[src/rtl/sum_window_pkg.sv]
// Shared types and constants for the window-sum monitor slice.
// Included by sum_window_debounce and sum_window_monitor.
package sum_window_pkg;

  localparam int SUM_W   = 10;
  localparam int AVG_W   = 8;
  localparam int CNT_MAX = 255;
  localparam int DBC_W   = 4;

  typedef enum logic [1:0] {
    ST_NORMAL     = 2'd0,
    ST_PEND_ALARM = 2'd1,
    ST_ALARM      = 2'd2,
    ST_PEND_CLEAR = 2'd3
  } win_state_e;

  // Rounded quarter of a window sum, clipped to the average width.
  function automatic logic [AVG_W-1:0] avg_round_sat(input logic [SUM_W-1:0] sum);
    logic [SUM_W:0]   rnd;
    logic [SUM_W-2:0] quarter;
    rnd     = {1'b0, sum} + (SUM_W+1)'(2);
    quarter = rnd[SUM_W:2];
    return quarter[SUM_W-2] ? {AVG_W{1'b1}} : quarter[AVG_W-1:0];
  endfunction

endpackage

[src/rtl/sum_window_debounce.sv]
// Alarm FSM with debounce counter and hysteresis.
// state_o exposes the FSM state for status readout and checkers.
module sum_window_debounce
  import sum_window_pkg::*;
#(
  parameter int DEBOUNCE = 3
) (
  input  logic       clk,
  input  logic       reset,
  input  logic       sample_i,
  input  logic       q_high_i,
  input  logic       q_low_i,
  output win_state_e state_o,
  output logic       alarm_o,
  output logic       alarm_rise_o,
  output logic       set_o
);

  localparam logic [DBC_W-1:0] DEB_L = DBC_W'(DEBOUNCE);

  win_state_e       state_q;
  logic [DBC_W-1:0] cnt_q;
  logic [DBC_W-1:0] cnt_inc;
  logic             alarm_q;
  logic             alarm_rise_q;

  assign cnt_inc = cnt_q + DBC_W'(1);

  // set_o marks the sample that enters ALARM from the non-alarm side;
  // the event counter in the top consumes it on the same edge.
  always_comb begin
    set_o = 1'b0;
    if (sample_i && q_high_i) begin
      case (state_q)
        ST_NORMAL:     set_o = (DEBOUNCE == 1);
        ST_PEND_ALARM: set_o = (cnt_inc == DEB_L);
        default:       set_o = 1'b0;
      endcase
    end
  end

  always_ff @(posedge clk or posedge reset) begin
    if (reset) begin
      state_q      <= ST_NORMAL;
      cnt_q        <= '0;
      alarm_q      <= 1'b0;
      alarm_rise_q <= 1'b0;
    end else begin
      alarm_rise_q <= 1'b0;
      if (sample_i) begin
        case (state_q)
          ST_NORMAL: begin
            if (q_high_i) begin
              if (set_o) begin
                state_q      <= ST_ALARM;
                cnt_q        <= '0;
                alarm_q      <= 1'b1;
                alarm_rise_q <= 1'b1;
              end else begin
                state_q <= ST_PEND_ALARM;
                cnt_q   <= DBC_W'(1);
              end
            end
          end
          ST_PEND_ALARM: begin
            if (q_high_i) begin
              if (set_o) begin
                state_q      <= ST_ALARM;
                cnt_q        <= '0;
                alarm_q      <= 1'b1;
                alarm_rise_q <= 1'b1;
              end else begin
                cnt_q <= cnt_inc;
              end
            end else begin
              state_q <= ST_NORMAL;
              cnt_q   <= '0;
            end
          end
          ST_ALARM: begin
            if (q_low_i) begin
              if (DEBOUNCE == 1) begin
                state_q <= ST_NORMAL;
                cnt_q   <= '0;
                alarm_q <= 1'b0;
              end else begin
                state_q <= ST_PEND_CLEAR;
                cnt_q   <= DBC_W'(1);
              end
            end
          end
          ST_PEND_CLEAR: begin
            // Falling back to ALARM here is not a new alarm event.
            if (q_low_i) begin
              if (cnt_inc == DEB_L) begin
                state_q <= ST_NORMAL;
                cnt_q   <= '0;
                alarm_q <= 1'b0;
              end else begin
                cnt_q <= cnt_inc;
              end
            end else begin
              state_q <= ST_ALARM;
              cnt_q   <= '0;
            end
          end
          default: begin
            state_q <= ST_NORMAL;
            cnt_q   <= '0;
            alarm_q <= 1'b0;
          end
        endcase
      end
    end
  end

  assign state_o      = state_q;
  assign alarm_o      = alarm_q;
  assign alarm_rise_o = alarm_rise_q;

endmodule

[src/rtl/sum_window_monitor.sv]
// Window-sum monitor: rounded average, debounced alarm, event count.
// Min/max tracking is built only when SUM_WINDOW_MINMAX_EN is defined.
module sum_window_monitor
  import sum_window_pkg::*;
#(
  parameter int HIGH_TH  = 600,
  parameter int LOW_TH   = 400,
  parameter int DEBOUNCE = 3
) (
  input  logic             clk,
  input  logic             reset,
  input  logic [SUM_W-1:0] sum_in,
  input  logic             sum_valid,
  output logic [AVG_W-1:0] avg,
  output logic             alarm,
  output logic             alarm_rise,
  output logic [1:0]       state,
  output logic [7:0]       event_cnt,
  output logic [SUM_W-1:0] min_sum,
  output logic [SUM_W-1:0] max_sum
);

  logic             q_high;
  logic             q_low;
  logic             set_evt;
  win_state_e       fsm_state;
  logic [AVG_W-1:0] avg_q;
  logic [7:0]       event_cnt_q;

  assign q_high = (sum_in >= SUM_W'(HIGH_TH));
  assign q_low  = (sum_in <  SUM_W'(LOW_TH));

  sum_window_debounce #(
    .DEBOUNCE(DEBOUNCE)
  ) u_debounce (
    .clk         (clk),
    .reset       (reset),
    .sample_i    (sum_valid),
    .q_high_i    (q_high),
    .q_low_i     (q_low),
    .state_o     (fsm_state),
    .alarm_o     (alarm),
    .alarm_rise_o(alarm_rise),
    .set_o       (set_evt)
  );

  always_ff @(posedge clk or posedge reset) begin
    if (reset) begin
      avg_q       <= '0;
      event_cnt_q <= '0;
    end else if (sum_valid) begin
      avg_q <= avg_round_sat(sum_in);
      if (set_evt && (event_cnt_q != 8'(CNT_MAX))) begin
        event_cnt_q <= event_cnt_q + 8'd1;
      end
    end
  end

`ifdef SUM_WINDOW_MINMAX_EN
  logic [SUM_W-1:0] min_q;
  logic [SUM_W-1:0] max_q;

  always_ff @(posedge clk or posedge reset) begin
    if (reset) begin
      min_q <= {SUM_W{1'b1}};
      max_q <= '0;
    end else if (sum_valid) begin
      if (sum_in < min_q) min_q <= sum_in;
      if (sum_in > max_q) max_q <= sum_in;
    end
  end

  assign min_sum = min_q;
  assign max_sum = max_q;
`else
  assign min_sum = '0;
  assign max_sum = '0;
`endif

  assign avg       = avg_q;
  assign state     = fsm_state;
  assign event_cnt = event_cnt_q;

endmodule

[config.mk]
export PLATFORM = sky130hd
export DESIGN_NAME = sum_window_monitor
export DESIGN_NICKNAME = d
export VERILOG_FILES = /design/src/rtl/sum_window_pkg.sv /design/src/rtl/sum_window_debounce.sv /design/src/rtl/sum_window_monitor.sv
export SDC_FILE = /design/constraint.sdc
export NUM_CORES = 1
export LEC_CHECK = 0
export CORE_MARGIN = 5
export CORE_UTILIZATION = 30
export CTS_CLUSTER_DIAMETER = 100
export CTS_CLUSTER_SIZE = 8
export DETAILED_ROUTE_END_ITERATION = 6
export GPL_TIMING_DRIVEN = 0
export PLACE_DENSITY = 0.62
export SLEW_MARGIN = 0
export SYNTH_ARGS = -nofsm -noshare
export SYNTH_HDL_FRONTEND = slang
export SYNTH_HIERARCHICAL = 1
export SYNTH_SLANG_ARGS = --single-unit
[constraint.sdc]
create_clock -name clk -period 3.14 [get_ports clk]
set_input_delay 0.785 -clock clk [delete_from_list [all_inputs] [get_ports clk]]
set_output_delay 0.785 -clock clk [all_outputs]
set_load 0.005 [all_outputs]
# Word-level counts from Yosys, hierarchy flattened
# Cells that the tools add are included.
# Widths: inputs -> output; s select.
# word_totals
inputBits	13
wordCells	61
register_bits	24
out_inout_bits	40
# classes
n_mux	28
reduce_logical	9
n_lt_le_gt_ge	2
n_eq_ne	13
n_addsub	3
# ops
cell	n
$mux 4	6
$pmux 4 s4	1
$mux 2	7
$add 10x2->11 const B	1
$mux 1	11
$ge 10x10->1 const B	1
$lt 10x9->1 const B	1
$add 8x1->8 const B	1
$mux 8	1
$ne 2x1->1 const B	4
$ne 8x8->1 const B	1
$pmux 2 s4	1
$reduce_and 6->1	1
$reduce_and 5->1	1
$add 4x1->4 const B	1
$eq 2x2->1 const B	2
$eq 4x2->1 const B	1
$ne 2x2->1 const B	2
$ne 3x2->1 const B	1
$ne 3x3->1 const B	1
$reduce_and 3->1	1
$eq 2x1->1 const B	1
$logic_and 1x1->1	2
$logic_not 2->1	1
other kinds (4)	4

# Longest topological paths before layout
# Gate-level depths: netlist of run 1.
# logic_depth
depth_word	8
depth_mapped	9
ltp_nobuf	9

# By module
# The synthesis of run 1 kept the hierarchy.
# by_module_without_submodules
mod	area_each_um2	seq_area_each_um2	cells_per_inst	instances
sum_window_monitor	1019.7	400.4	106	1
sum_window_debounce	473.0	200.2	49	1

# Worst setup path before layout of run 1
# No wires, ideal clock.
# synth_path
kind	input to register
from	input port sum_in[3]
to	register event_cnt_q[7], in the netlist event_cnt[7]
n_path_buf	0
path_stages	9
setup_time_ns	0.125
arrival_time_ns	2.514
path_slack_ns	0.501
required_time_ns	3.015
cell_sequence	and2_1 o21ai_0 a21boi_0 nand2b_1 nor3_1 nand2_1 or2_2 nor3_1 mux2_2
# synth_between
elab_chain_cells	5
# synth_rtl
element	line_no	source
start: declaration	sum_window_monitor.sv:12	input logic [SUM_W-1:0] sum_in,
$ge 10x10->1	sum_window_monitor.sv:30	assign q_high = (sum_in >= SUM_W'(HIGH_TH));
named net q_high	sum_window_monitor.sv:23	logic q_high;
$logic_and 1x1->1	sum_window_debounce.sv:33	if (sample_i && q_high_i) begin
$mux 1	sum_window_debounce.sv:33	
named net set_evt	sum_window_monitor.sv:25	logic set_evt;
$logic_and 1x1->1	sum_window_monitor.sv:53	if (set_evt && (event_cnt_q != 8'(CNT_MAX))) begin
$reduce_and 2->1 (no source line)	n/a	
end signal: assignment	sum_window_monitor.sv:54	event_cnt_q <= event_cnt_q + 8'd1;
end: declaration	sum_window_monitor.sv:28	logic [7:0] event_cnt_q;
# The timed path passes the listed nets, and every way through them passes these cells.
# A chain may end at the register's enable or synchronous reset.

# Worst setup path after layout of run 1
# Ends and elaborated chain as after synthesis.

==> results of run 1 <==
power by group through the flow:
stage	clock, mW	sequential [mW]	combinational [mW]
after floorplan	0	0.400	0.162
after CTS	0.220	0.402	0.272
after detailed placement	0	0.407	0.266
after global routing	0.237	0.413	0.315
after global placement	0	0.408	0.262
final	0.212	0.402	0.276
cells by family (layout without fill, tap and decap cells):
logic type	count (synthesis)	count (layout)	synth area share, %
muxes	3	3	2.51
adders and majority gates	4	4	3.35
and+or+nand+nor	53	53	19.7
AOI/OAI and AO/OA	33	33	16.7
DFF	24	24	40.2
other	1	20	0.251
buffers and inverters	29	65	12.6
xor gates and xnor gates	8	8	4.69
what timing repair did:
item / in CTS / in global routing
hold buffers: 0 / 0
setup buffers: 0 / 1
resized for setup: 2 / 1
pin swaps: 0 / 1
setup endpoints to repair: 1 / 1
cell usage in the layout, fill, tap and decap left out, types with 3 or more instances in the layout:
master | netlist | layout
clkdlybuf4s50_1 | 0 | 31
dfrtp_1 | 24 | 24
buf_4 | 21 | 22
conb_1 | 1 | 20
nand2_1 | 11 | 11
nor2_1 | 8 | 8
inv_1 | 7 | 7
nand3_1 | 6 | 6
a31oi_1 | 6 | 6
xor2_1 | 5 | 5
a21oi_1 | 5 | 5
nor3_1 | 5 | 4
nand2b_1 | 4 | 4
o22a_1 | 4 | 4
ha_1 | 4 | 4
clkbuf_8 | 0 | 4
xnor2_1 | 3 | 3
a21boi_1 | 2 | 3
nand3b_1 | 3 | 3
registers in the layout (all words and copies together), names as in the netlist:
register,cells
avg,8
u_debounce/alarm_rise_o,1
u_debounce/state_o,2
u_debounce/alarm_o,1
event_cnt,8
u_debounce/cnt_q,4
per-stage QoR:
| stage | utilization, % | setup TNS [ns] | std cells | hold WS, ns |
|---|---|---|---|---|
| 6_report | 42.5 | 0 | 277 | 0.508 |
| 5_1_grt | 42.5 | 0 | 277 | 0.523 |
| 4_1_cts | 42.3 | 0 | 276 | 0.512 |
| 3_5_place_dp | 40.9 | -1.38 | 272 | 0.492 |
| 3_3_place_gp | 40.9 | -1.20 | 272 | 0.486 |
| 2_1_floorplan | - | 0 | 174 | 0.495 |
final timing paths:
| path | from | slack (ns) | cells after the start | end |
|---|---|---|---|---|
| max in group asynchronous | reset | 1.80 | 2 | avg[6]$_DFFE_PP0P_ |
| setup / recovery | sum_in[3] | 0.14 | 10 | event_cnt[7]$_DFFE_PP0P_ |
| min in group asynchronous | reset | 0.79 | 2 | u_debounce/alarm_rise_o$_DFF_PP0_ |
| hold reg to reg | avg[2]$_DFFE_PP0P_ | 0.51 | 1 | avg[2]$_DFFE_PP0P_ |
| hold / removal | avg[2]$_DFFE_PP0P_ | 0.51 | 1 | avg[2]$_DFFE_PP0P_ |
| setup reg to reg | u_debounce/cnt_q[0]$_DFFE_PP0P_ | 0.70 | 8 | event_cnt[7]$_DFFE_PP0P_ |
area by class of cell:
| type | count | area [µm²] |
|---|---|---|
| Fill cell | 491 | 2750 |
| Buffer | 22 | 161 |
| Multi-Input combinational cell | 121 | 787 |
| Sequential cell | 24 | 601 |
| Tap cell | 67 | 83.8 |
| Inverter | 7 | 26.3 |
| Timing Repair Buffer | 32 | 318 |
| Clock buffer | 4 | 55.1 |
critical path: stages:
cell and delay (ns):
clkdlybuf4s50_1 0.53, and2_1 0.21, o21ai_0 0.09, a21boi_1 0.19, nand2b_1 0.15, nor3_4 0.22, nand2_1 0.13, or2_2 0.33
nor3_1 0.17, mux2_2 0.35
per-layer routing:
| layer | vias up | global-route usage [%] |
|---|---|---|
| met3 | 4 | 3.36 |
| met4 | 0 | 2.53 |
| met2 | 33 | 16.9 |
| met1 | 587 | 13.5 |
| li1 | 622 | - |
| met5 | - | 0 |
==> impl_metrics.yaml, run 1 <==
routing:
  drt_wl_total_um: 3140
  route.detailed.drc: 0
  wl_met1_um: 1470
  routed_via_density: 4.50
  wl_per_cell_um: 11.3
  detail-route-antenna-nets: 0
  dr_wl_met3_um: 206
  route.met2.wl_um: 1440
  drt_pass1_iterations: 4
  drt_iter0_markers: 47
  vias: 1246
  dr.max_layer_used: "met4"
grt:
  grt_overflow: 0
  antenna_found_initial: 0
  grt_max_degree: 17
  grt_pass1_vias: 1171
  grt_usage_pct: 10.5
  grt_pass1_wl_um: 5340
worst_setup_path:
  path_class: "primary input to flop"
  crit_path_max_fanout: 4
  worstSetupEndpointType: "flop"
  worstPathArrival_ns: 3.16
  cp-start-kind: "primary input"
  crit_required_ns: 3.29
timing:
  fmax_ghz: 0.333
  finalSetupViolCount: 0
  rsz0062_at_grt: "no"
  fin_crit_ns: 3.00
  maxSlewHeadroom_pct: 57.4
  min_period_over_period_pct: 95.6
  finalWorstSetupSlack_ns: 0.137
  drv_slew: 0
  tightest_slew_ns: 0.638
  skew_ns: 0.00718
  hold_violations: 0
yosys:
  postSynthCellCount: 155
  synthFlopType: "dfrtp_1"
  netlist_area_um2: 1490
  yosys.area.top_type_share_pct: 40.2
  seq_area_frac_synth_pct: 40.2
  yosysMostFrequentCell: "dfrtp_1"
  avgSynthCellArea_um2: 9.63
  synth_edf_count: 0
  ys_ff_latch: 24
  synth.cells.most_frequent: "24 x dfrtp_1, 21 x buf_4, 11 x nand2_1"
  synth_top_area_cell: "dfrtp_1"
  ys.warnings.count: 6
  ys_types: 45
  yosys-top-cells-area: "dfrtp_1 40%, buf_4 11%, ha_1 3.4%"
  synthArstFlopShare_pct: 100
layout:
  drive_gt1_share_pct: 18.1
  diodes: 0
  final_area_um2: 2030
  num-nets-final: 228
  syn2layout_area_growth_pct: 36.1
hold_path:
  min_path_type: "flop to flop"
outcome:
  outcome: "completed"
placed_design:
  dpl_worst_slack_ns: -0.463
  dpl_cell_area_um2: 1960
  gp_congestion: 0.833
  hpwl_um: 2510
  portBuffers: 31
power:
  powerDensity_nw_per_um2: 438
  switching_share_pct: 31.1
  power.total_uw: 890
  p_switching_uw: 277
  combPwrFrac_pct: 31.0
  seq_power_share_pct: 45.2
  p_leak_nw: 0.890
  vdd_drop_max_mv: 0.247
  p_int_uw: 613
  p_clk_share_pct: 23.8
die:
  coreArea_um2: 4790
  pin_count: 53
  floorplan.rows: 25
  initial_utilization_pct: 31.2
  die_width_um: 80.5
  die_area_um2: 6490
  fp.dieH_um: 80.5
clock_network:
  numClockSinks: 24
  numCtsBuffers: 3
  clk_path_buf_depth: 2
  tritoncts: "yes"
  path_clk_slew_ns: 0.09
  htree_levels: 1
  cts_root_buf: "clkbuf_8"
  clk-insertion-delay-late_ns: 0.27
run:
  cap_violations: 0
No activity file was read; power rests on OpenSTA's default activity.
==> run 2: changes to the inputs <==
CORE_MARGIN = unset   (was 5)
clock period = 3 ns   (was 3.14 ns; I/O delays follow)
==> run 2 against run 1 <==
  * Worst hold slack got worse by 0.00059 ns
  * Global-route usage rose by 0.80 points
  * Critical path depth did not move
  * Design area rose by 0.62%
  * Sequential cell count did not move
  * Utilization rose by 0.54 points
  * Combinational power rose by 3%
  * Non-clock buffer count did not move
  * Register-to-register slack got worse by 0.05 ns
  * Cell count did not move
  * Power rose by 3.4%
  * Clock-buffer cell count did not move
==> impl_metrics.yaml, run 2 (synthesis gave the netlist of run 1 again) <==
routing:
  routed_via_density: 4.29
  route.detailed.drc: 0
  drt_pass1_iterations: 4
  wl_per_cell_um: 10.2
  drt_wl_total_um: 2830
  vias: 1189
  detail-route-antenna-nets: 0
  drt_iter0_markers: 51
timing:
  tightest_slew_ns: 0.627
  rsz0062_at_grt: "no"
  skew_ns: 0.00103
  drv_slew: 0
  finalSetupViolCount: 0
  maxSlewHeadroom_pct: 58.2
  setup_tns_ns: 0
  min_period_over_period_pct: 96.5
  fmax_ghz: 0.345
  hold_violations: 0
  fin_crit_ns: 2.90
clock_network:
  numCtsBuffers: 3
  numClockSinks: 24
  path_clk_slew_ns: 0.08
  tritoncts: "yes"
  htree_levels: 1
  clk-insertion-delay-late_ns: 0.26
  cts_hold_buf: 0
  cts_root_buf: "clkbuf_8"
  clk_path_buf_depth: 2
hold_path:
  whs_endpoint: "avg[0]$_DFFE_PP0P_"
  min_path_type: "flop to flop"
  min_delay_path_depth: 1
  hp-start: "avg[0]$_DFFE_PP0P_"
worst_setup_path:
  r2r_cells: 8
  regToRegStartpoint: "u_debounce/cnt_q[0]$_DFFE_PP0P_"
  worstPathArrival_ns: 3.05
  cp-start-kind: "primary input"
  crit_slowest_cell: "clkdlybuf4s50_1"
  worstSetupEndpointType: "flop"
  reg2reg_slack_ns: 0.65
  critPathTopFamily: "simple AND/OR/NAND/NOR gates"
  path_cells: "clkdlybuf4s50_1 > and2_4 > o21ai_0 > a21boi_1 > nand2b_1 > nor3_4 > nand2_2 > or2_2 > nor3_2 > mux2_2"
  path_buf_inv: 1
  path_class: "primary input to flop"
  r2r_end: "event_cnt[7]$_DFFE_PP0P_"
  crit_path_max_fanout: 4
  cp_slowest_stage_delay_ns: 0.51
  crit_required_ns: 3.15
power:
  p_switching_uw: 279
  p_int_uw: 642
  vdd_drop_max_mv: 0.322
  p_clk_share_pct: 23.3
  switching_share_pct: 30.3
  combPwrFrac_pct: 31.0
  powerDensity_nw_per_um2: 450
  power.total_uw: 921
  p_leak_nw: 0.901
  seq_power_share_pct: 45.7
layout:
  drive_gt1_share_pct: 19.5
  diodes: 0
  num-nets-final: 228
  final_common_cell: "clkdlybuf4s50_1"
  layout_common_cells: "30 x clkdlybuf4s50_1, 24 x dfrtp_1, 22 x buf_4"
  syn2layout_area_growth_pct: 37.0
die:
  coreArea_um2: 4750
  floorplan.rows: 25
  fp.dieH_um: 72.5
  pin_count: 53
  initial_utilization_pct: 31.4
  die_area_um2: 5260
  die_width_um: 72.5
grt:
  grt_overflow: 0
  antenna_found_initial: 0
  grt_max_degree: 17
  grt_pass1_vias: 1016
  grt_pass1_wl_um: 4600
  grt_usage_pct: 11.3
run:
  cap_violations: 0
placed_design:
  hpwl_um: 2230
  portBuffers: 31
  gp_congestion: 0.762
outcome:
  outcome: "completed"
[run 2: worst register-to-register path, delay by kind of cell (launching register included)]
family	cells	cell delay, ns
adder cells (fa/ha/maj)	1	0.28
flip-flops	1	0.45
AO/OA/AOI/OAI	1	0.12
AND/OR/NAND/NOR	5	1.05
multiplexers	1	0.35
[run 2: layout make-up]
| cell class | count | area [µm²] |
|---|---|---|
| fillers | 485 | 2710 |
| repair buffers | 32 | 320 |
| multi-input cells | 121 | 797 |
| clock buffers | 4 | 55.1 |
| plain buffers | 22 | 161 |
| flip-flops and latches | 24 | 601 |
| well taps | 67 | 83.8 |
| inverters | 7 | 26.3 |
[run 2: metrics by stage]
step / hold slack [ns] / cells / util, % / cell area (µm²) / worst slack (ns)
2_1_floorplan: 0.495 / 174 / - / 1560 / 0.396
3_3_place_gp: 0.486 / 272 / 41.2 / 1960 / -0.594
3_5_place_dp: 0.493 / 272 / 41.2 / 1960 / -0.637
4_1_cts: 0.516 / 277 / 42.7 / 2030 / 0.0594
5_1_grt: 0.538 / 277 / 43.0 / 2040 / 0.00199
6_report: 0.508 / 277 / 43.0 / 2040 / 0.105
[run 2: how the worst max path moves through the flow]
| stage | to | slack (ns) | startpoint | cells past startpoint |
|---|---|---|---|---|
| finish | event_cnt[7]$_DFFE_PP0P_ | 0.10 | sum_in[4] | 10 |
| global route | event_cnt[7]$_DFFE_PP0P_ | 0.002 | sum_in[4] | 10 |
| CTS | event_cnt[7]$_DFFE_PP0P_ | 0.06 | sum_in[3] | 10 |
| detailed placement | event_cnt[7]$_DFFE_PP0P_ | -0.64 | sum_in[3] | 10 |
| global placement | event_cnt[7]$_DFFE_PP0P_ | -0.59 | sum_in[3] | 10 |
| floorplan | event_cnt[7]$_DFFE_PP0P_ | 0.40 | sum_in[3] | 9 |
[run 2: routing by layer]
layer  vias to the layer above  wire, µm  GRT usage (%)
met3                         2        98           2.92
met1                       528      1350           14.9
li1                        630         -              -
met5                         -         0              0
met4                         0        27           2.61
met2                        29      1350           18.4
[run 2: power groups by stage]
stage	sequential, mW	combinational [mW]	clock (mW)
floorplan	0.418	0.169	0
global placement	0.425	0.273	0
detailed placement	0.427	0.274	0
CTS	0.421	0.286	0.226
global route	0.433	0.320	0.241
finish	0.421	0.285	0.215
[run 2: timing repair]
item	4_1_cts	5_1_grt
gates resized for setup	3	4
setup endpoints to repair	5	1
setup buffers	1	0
pin swaps	2	2
==> run 3: changes to the inputs <==
TNS_END_PERCENT = 30   (was unset)
==> results of run 3 <==
The final DEF is identical to that of run 2; final timing and power are the same.
